**src/rtl/core_pkg.sv**
```systemverilog
// Shared core definitions: datapath width and ALU op_select encoding.
// Latency: n/a (types and constants only).
// Backpressure: n/a.
package core_pkg;

  localparam int CORE_WORD_LEN = 32;

  typedef enum logic [3:0] {
    ALU_AND = 4'd0,
    ALU_OR  = 4'd1,
    ALU_XOR = 4'd2,
    ALU_ADD = 4'd8,
    ALU_SUB = 4'd9
  } alu_op_t;

endpackage

```
**src/rtl/regfile.sv**
```systemverilog
// Architectural register file: 2 async read ports, 1 sync write port, reg 0 reads zero.
// Latency: reads combinational, writes visible the cycle after the write edge.
// Backpressure: none; writes are always accepted.
module regfile
  import core_pkg::*;
#(
  parameter  int WORD_LEN = CORE_WORD_LEN,
  parameter  int NUM_REGS = 32,
  localparam int ADDR_LEN = $clog2(NUM_REGS)
) (
  input  logic                clk,
  input  logic                reset,
  input  logic [ADDR_LEN-1:0] i_ra1,
  input  logic [ADDR_LEN-1:0] i_ra2,
  output logic [WORD_LEN-1:0] o_rd1,
  output logic [WORD_LEN-1:0] o_rd2,
  input  logic                i_we,
  input  logic [ADDR_LEN-1:0] i_wa,
  input  logic [WORD_LEN-1:0] i_wd
);

  logic [WORD_LEN-1:0] r_mem [NUM_REGS];

  // Reset clears every register; writes to reg 0 are dropped so it stays zero.
  always_ff @(posedge clk) begin
    if (reset) begin
      for (int i = 0; i < NUM_REGS; i++) r_mem[i] <= '0;
    end else if (i_we && (i_wa != '0)) begin
      r_mem[i_wa] <= i_wd;
    end
  end

  assign o_rd1 = (i_ra1 == '0) ? '0 : r_mem[i_ra1];
  assign o_rd2 = (i_ra2 == '0) ? '0 : r_mem[i_ra2];

endmodule

```
**src/rtl/operand_issue.sv**
```systemverilog
// Issue stage: regfile read + writeback forward, busy-scoreboard hazard check, one ALU slot.
// Latency: 1 cycle from accept (in_valid && in_ready) to out_valid.
// Backpressure: in_ready drops on hazard or when the slot is full and out_ready is low.
module operand_issue
  import core_pkg::*;
#(
  parameter  int WORD_LEN = CORE_WORD_LEN,
  parameter  int NUM_REGS = 32,
  localparam int ADDR_LEN = $clog2(NUM_REGS)
) (
  input  logic                clk,
  input  logic                reset,
  input  logic                in_valid,
  output logic                in_ready,
  input  logic [ADDR_LEN-1:0] in_rs1,
  input  logic [ADDR_LEN-1:0] in_rs2,
  input  logic [ADDR_LEN-1:0] in_rd,
  input  logic                in_we,
  input  logic                in_use_imm,
  input  logic [WORD_LEN-1:0] in_imm,
  input  logic [3:0]          in_op,
  input  logic                wb_valid,
  input  logic [ADDR_LEN-1:0] wb_rd,
  input  logic [WORD_LEN-1:0] wb_data,
  output logic                out_valid,
  input  logic                out_ready,
  output logic [WORD_LEN-1:0] out_a,
  output logic [WORD_LEN-1:0] out_b,
  output logic [3:0]          out_op,
  output logic [ADDR_LEN-1:0] out_rd,
  output logic                out_we
);

  logic [NUM_REGS-1:0] r_busy;
  logic [NUM_REGS-1:0] w_busy_next;
  logic [WORD_LEN-1:0] w_rf_rd1, w_rf_rd2;
  logic [WORD_LEN-1:0] w_rs1_val, w_rs2_val;
  logic                w_fwd1, w_fwd2, w_wb_hits_rd;
  logic                w_hazard, w_issue, w_wb_we;

  assign w_wb_we = wb_valid && (wb_rd != '0);

  regfile #(.WORD_LEN(WORD_LEN), .NUM_REGS(NUM_REGS)) u_regfile (
    .clk   (clk),
    .reset (reset),
    .i_ra1 (in_rs1),
    .i_ra2 (in_rs2),
    .o_rd1 (w_rf_rd1),
    .o_rd2 (w_rf_rd2),
    .i_we  (w_wb_we),
    .i_wa  (wb_rd),
    .i_wd  (wb_data)
  );

  // A writeback landing this cycle is forwarded so the reader need not wait an extra cycle.
  assign w_fwd1       = wb_valid && (wb_rd == in_rs1) && (in_rs1 != '0);
  assign w_fwd2       = wb_valid && (wb_rd == in_rs2) && (in_rs2 != '0);
  assign w_wb_hits_rd = wb_valid && (wb_rd == in_rd);
  assign w_rs1_val    = w_fwd1 ? wb_data : w_rf_rd1;
  assign w_rs2_val    = w_fwd2 ? wb_data : w_rf_rd2;

  // RAW on either live source, or WAW on the destination unless its writeback retires now.
  assign w_hazard = (r_busy[in_rs1] && !w_fwd1)
                  | (!in_use_imm && r_busy[in_rs2] && !w_fwd2)
                  | (in_we && r_busy[in_rd] && !w_wb_hits_rd);

  assign in_ready = !reset && !w_hazard && (!out_valid || out_ready);
  assign w_issue  = in_valid && in_ready;

  // Next scoreboard: clear on writeback first, then set on issue so a new pending write wins.
  always_comb begin
    w_busy_next = r_busy;
    if (w_wb_we) w_busy_next[wb_rd] = 1'b0;
    if (w_issue && in_we && (in_rd != '0)) w_busy_next[in_rd] = 1'b1;
    w_busy_next[0] = 1'b0;
  end

  // Scoreboard register; reset forgets every outstanding write.
  always_ff @(posedge clk) begin
    if (reset) r_busy <= '0;
    else       r_busy <= w_busy_next;
  end

  // ALU slot: load on issue (also when draining), empty on drain, hold while stalled.
  always_ff @(posedge clk) begin
    if (reset) begin
      out_valid <= 1'b0;
      out_a     <= '0;
      out_b     <= '0;
      out_op    <= '0;
      out_rd    <= '0;
      out_we    <= 1'b0;
    end else if (w_issue) begin
      out_valid <= 1'b1;
      out_a     <= w_rs1_val;
      out_b     <= in_use_imm ? in_imm : w_rs2_val;
      out_op    <= in_op;
      out_rd    <= in_rd;
      out_we    <= in_we;
    end else if (out_valid && out_ready) begin
      out_valid <= 1'b0;
    end
  end

endmodule

```
**config.mk**
```make
export PLATFORM = sky130hd
export DESIGN_NAME = operand_issue
export DESIGN_NICKNAME = d
export VERILOG_FILES = /design/src/rtl/core_pkg.sv /design/src/rtl/regfile.sv /design/src/rtl/operand_issue.sv
export SDC_FILE = /design/constraint.sdc
export NUM_CORES = 2
export LEC_CHECK = 0
export ABC_AREA = 1
export CAP_MARGIN = 20
export CORE_ASPECT_RATIO = 0.5
export CORE_UTILIZATION = 35
export DETAILED_ROUTE_END_ITERATION = 12
export DONT_BUFFER_PORTS = 1
export SLEW_MARGIN = 20
export SYNTH_ARGS = -nofsm -noshare
export SYNTH_HDL_FRONTEND = slang
export SYNTH_SLANG_ARGS = --single-unit
```
**constraint.sdc**
```tcl
create_clock -name clk -period 4 [get_ports clk]
set_input_delay 0.6 -clock clk [delete_from_list [all_inputs] [get_ports clk]]
set_output_delay 0.6 -clock clk [all_outputs]
set_load 0.1 [all_outputs]
```
==> summary by stage <==
Status
The flow ran to the end, but the final reports show violations. The checks that failed: max-slew violations, negative setup slack.

STA
For this run, the top clock speed supported by timing is 143 MHz. The number of pins with negative max-slew slack in the final report is 1,361. The relative slew slack is -349%. For the pin with the worst max-slew slack, the measured transition is 6730 ps. Between clock sinks in the finished design, the worst skew comes to 36.5 ps. After layout, the worst path uses 175% of the clock period.

The final hold violation count is 0. For the finished layout, the period the worst path requires is 7000 ps. Setup repair after global routing left no endpoint under its margin. After routing, the total negative slack on setup checks comes to -238,440 ps.

Once routing completed, OpenROAD measured the worst setup slack at -3000 ps. The final number of setup-violating endpoints is 107.

Pwr
The power share of the combinational group is 11.6%. The internal power of the cells totals 20.5 mW. Across the VDD grid, the largest voltage drop is 0.344 mV. The areal power density over the cells is 424 mW/mm^2.

The share of total power dissipated in sequential elements is 49.6%. The part of the power in the clock network is 38.7%. The leakage power of the design is 25.6 nW. The power spent charging and discharging nets is 7.95 mW. Net switching is 27.9% of the power.

Critical path
For this design, the slowest cell found on the critical path is o211ai_1. The critical path's largest stage delay is 1620 ps. The worst setup path is launched from an input port.

Of all nets on the critical path, the largest fanout is 858. The family of cells with the greatest summed delay on the critical path is compound AO/OA/AOI/OAI gates. The arrival time at the worst endpoint is 6400 ps. For the worst setup path, the data required time is 3400 ps. The critical path goes through o211ai_1, nand3_1, nand3_1, nand3_1, nand3_1, and3_1, buf_12. The number of buffers and inverters on the critical path is 1. The worst setup slack for register-to-register paths is 1400 ps.

The setup path with the least slack is of type input port to primary output. The type of destination of the critical path is a primary output. The most repeated library cell on the critical path is nand3_1.

Cells and area
The final net count is 7,098. The share of cells above drive strength 1 is 6.36%. The final design utilization is 39.1%.

Relative to the synthesized area, the layout overhead comes to 10.1%. For this run, the number of standard cells in the final layout without fillers is 9,397.

Floorplanning
The core region area is 0.172 mm^2. The initial utilization of the core area, before any placement, comes to 35.6%. The die covers 0.176 mm^2. The number of placed I/O pins is 171. The die height is 297 um. The die width is 593 um. The floorplan has 107 rows.

Global routing
The global router's overall resource usage is 27.6%. The via count of the first global-routing pass came to 50,600. Global routing finished with a remaining overflow of 0.

The number of antenna violations at the first check in global routing is 10. The pin count of the biggest net entering global routing is 859. The first global-routing pass estimated 356 mm of wire.

Routing
The first TritonRoute pass finished after 6 iterations. The violation count after the first detailed-route iteration is 8,861. After detailed routing, the number of vias per cell comes to 5.94.

The via count of the routed design is 55,900. In this run the remaining antenna-violating nets after routing total 0. After detailed routing, the number of remaining DRC violations is 0. After detailed routing, the total wire length is 251 mm. The average wire length per cell after detail routing is 26.7 um.

Clock network
The total number of H-tree levels is 3. TritonCTS built the clock tree. The cell sitting at the root of the clock tree is a clkbuf_16. Clock latency on the worst-skew pair, taken at its later pin, is 770 ps. The post-cts repair resize count is 0. The clock sink count is 1,130.

The maximum buffer depth of the clock tree is 3. After clock tree synthesis, the clock-pin slew on the worst setup and hold paths is 70 ps. In this run, CTS created clock tree buffers numbering 114.

Yosys
The distinct cell type count after synthesis is 30. During synthesis, Yosys emitted a total of 0 warnings. The flip-flop and latch count after synthesis is 1,130. Each instance of the synthesized netlist takes up on average 8.30 um^2. The cell area after synthesis is 0.0611 mm^2. The share of synthesized flip-flops with an asynchronous set or reset is 0%. Yosys mapped a number of flops with a built-in enable equal to 1,024. After synthesis, flip-flops and latches occupy 53.8% of the total area.

The most used flip-flop cell after synthesis is edfxtp_1. The gate count of the mapped netlist is 7,353.

Placed design
During placement, the flow inserted port buffers numbering 0. The number of placed instances, taps included, is 9,162. Before CTS, the worst setup slack after placement is 658 ps. The congestion estimate from routability-driven global placement came to 0.942.

The placed wire-length estimate is 137 mm.

Flow run
The tool flagged a number of max-cap violations equal to 0.

Hold path
In this run the worst hold path is classified as input port to register.
-- state kept, by name, indices dropped and copies added (netlist names) --
signal,flops
out_we,1
out_b,32
out_a,32
out_op,4
out_rd,5
out_valid,1
r_busy,31
u_regfile.r_mem,1024
-- final timing paths --
check / start / to / cells after the start
max reg2reg: r_busy[29] / r_busy[27] / 12
min: in_we / out_we / 2
min reg2reg: r_busy[20] / r_busy[20] / 2
max: in_rs1[0] / in_ready / 7
-- Yosys cell counts (5+ instances only) --
| master | number | area (um^2) |
|---|---|---|
| inv_1 | 562 | 2110 |
| inv_2 | 8 | 30.0 |
| o221ai_1 | 42 | 368 |
| buf_4 | 8 | 60.1 |
| nand3_2 | 5 | 50.1 |
| edfxtp_1 | 1024 | 30700 |
| o22ai_1 | 10 | 62.6 |
| dfxtp_1 | 106 | 2120 |
| a21oi_1 | 384 | 1920 |
| buf_2 | 151 | 756 |
| buf_1 | 74 | 278 |
| nor3_1 | 13 | 65.1 |
| nand3_1 | 804 | 4020 |
| o21ai_0 | 597 | 2990 |
| nand2_1 | 1088 | 4080 |
| nand4_1 | 127 | 795 |
| o211ai_1 | 453 | 3400 |
| nor2_1 | 1420 | 5330 |
| clkbuf_1 | 459 | 1720 |
-- cell type report --
type,count,area (um^2)
timing repair buffer,197,1940
sequential,1130,32900
inverter,570,2160
tap,2289,2860
antenna,3,7.51
fill,17100,105000
multi-input combinational,4990,23600
clock inverter,65,583
clock buffer,153,3190
-- power by group through the flow --
| stage | Combinational (mW) | Sequential, mW | Clock [mW] |
|---|---|---|---|
| after floorplan | 2.20 | 14.3 | 0 |
| after global placement | 3.07 | 14.3 | 0 |
| after detailed placement | 3.10 | 14.4 | 0 |
| after CTS | 3.13 | 14.1 | 11.1 |
| after global routing | 3.45 | 14.2 | 11.5 |
| final | 3.31 | 14.1 | 11.0 |
-- cell usage in the layout, fill, tap and decap left out, types with 4 or more instances in the layout --
cell type      synthesis  routed
nor2_1              1420    1418
nand2_1             1088    1057
edfxtp_1            1024    1024
nand3_1              804     777
o21ai_0              597     590
inv_1                562     554
o211ai_1             453     453
a21oi_1              384     383
buf_4                  8     154
nand4_1              127     127
clkbuf_16              0     115
dfxtp_1              106     105
o221ai_1              42      42
nand3_2                5      32
conb_1                 1      32
nand2_2                0      31
clkinv_2               0      30
buf_12                 0      27
clkbuf_1             459      21
clkinv_1               0      20
clkbuf_8               0      17
nor3_1                13      13
o22ai_1               10      10
dlygate4sd3_1          0      10
o21ai_1                1       8
inv_2                  8       7
bufinv_16              0       7
inv_6                  0       5
buf_16                 0       4
-- metrics by stage --
stage	hold WS, ps	power, mW	instance area [um^2]
floorplan	451	16.5	61200
global placement	479	17.4	63200
detailed placement	470	17.5	63200
CTS	10.7	28.3	67100
global route	43.5	29.1	67200
finish	52.0	28.5	67200
-- kinds of logic (layout without fill, tap and decap cells) --
| kind of cell | Yosys count | after routing | synth area share [%] |
|---|---|---|---|
| and+or+nand+nor | 3464 | 3464 | 23.6 |
| AOI/OAI and AO/OA | 1489 | 1489 | 14.3 |
| buffers and inverters | 1264 | 985 | 8.15 |
| DFF | 1130 | 1130 | 53.8 |
| xor gates and xnor gates | 5 | 5 | 0.0717 |
| other | 1 | 35 | 0.00614 |
-- layer usage --
| layer | global-route usage, % | share of wire (%) | up-vias | routed length, um |
|---|---|---|---|---|
| met2 | 40.4 | 42 | 3967 | 106000 |
| met4 | 14.5 | 5.7 | 16 | 14400 |
| li1 | - | - | 24400 | - |
| met3 | 7.02 | 14 | 770 | 34300 |
| met5 | 0 | 0.038 | - | 95 |
| met1 | 37.4 | 38 | 26700 | 96100 |
-- repair_timing --
item                                   CTS  global route
hold buffers                            11             0
endpoints found under the hold margin   43             0
buffers inserted                         0             0
setup endpoints to repair                0             0
(Power assumes the default switching activity.)
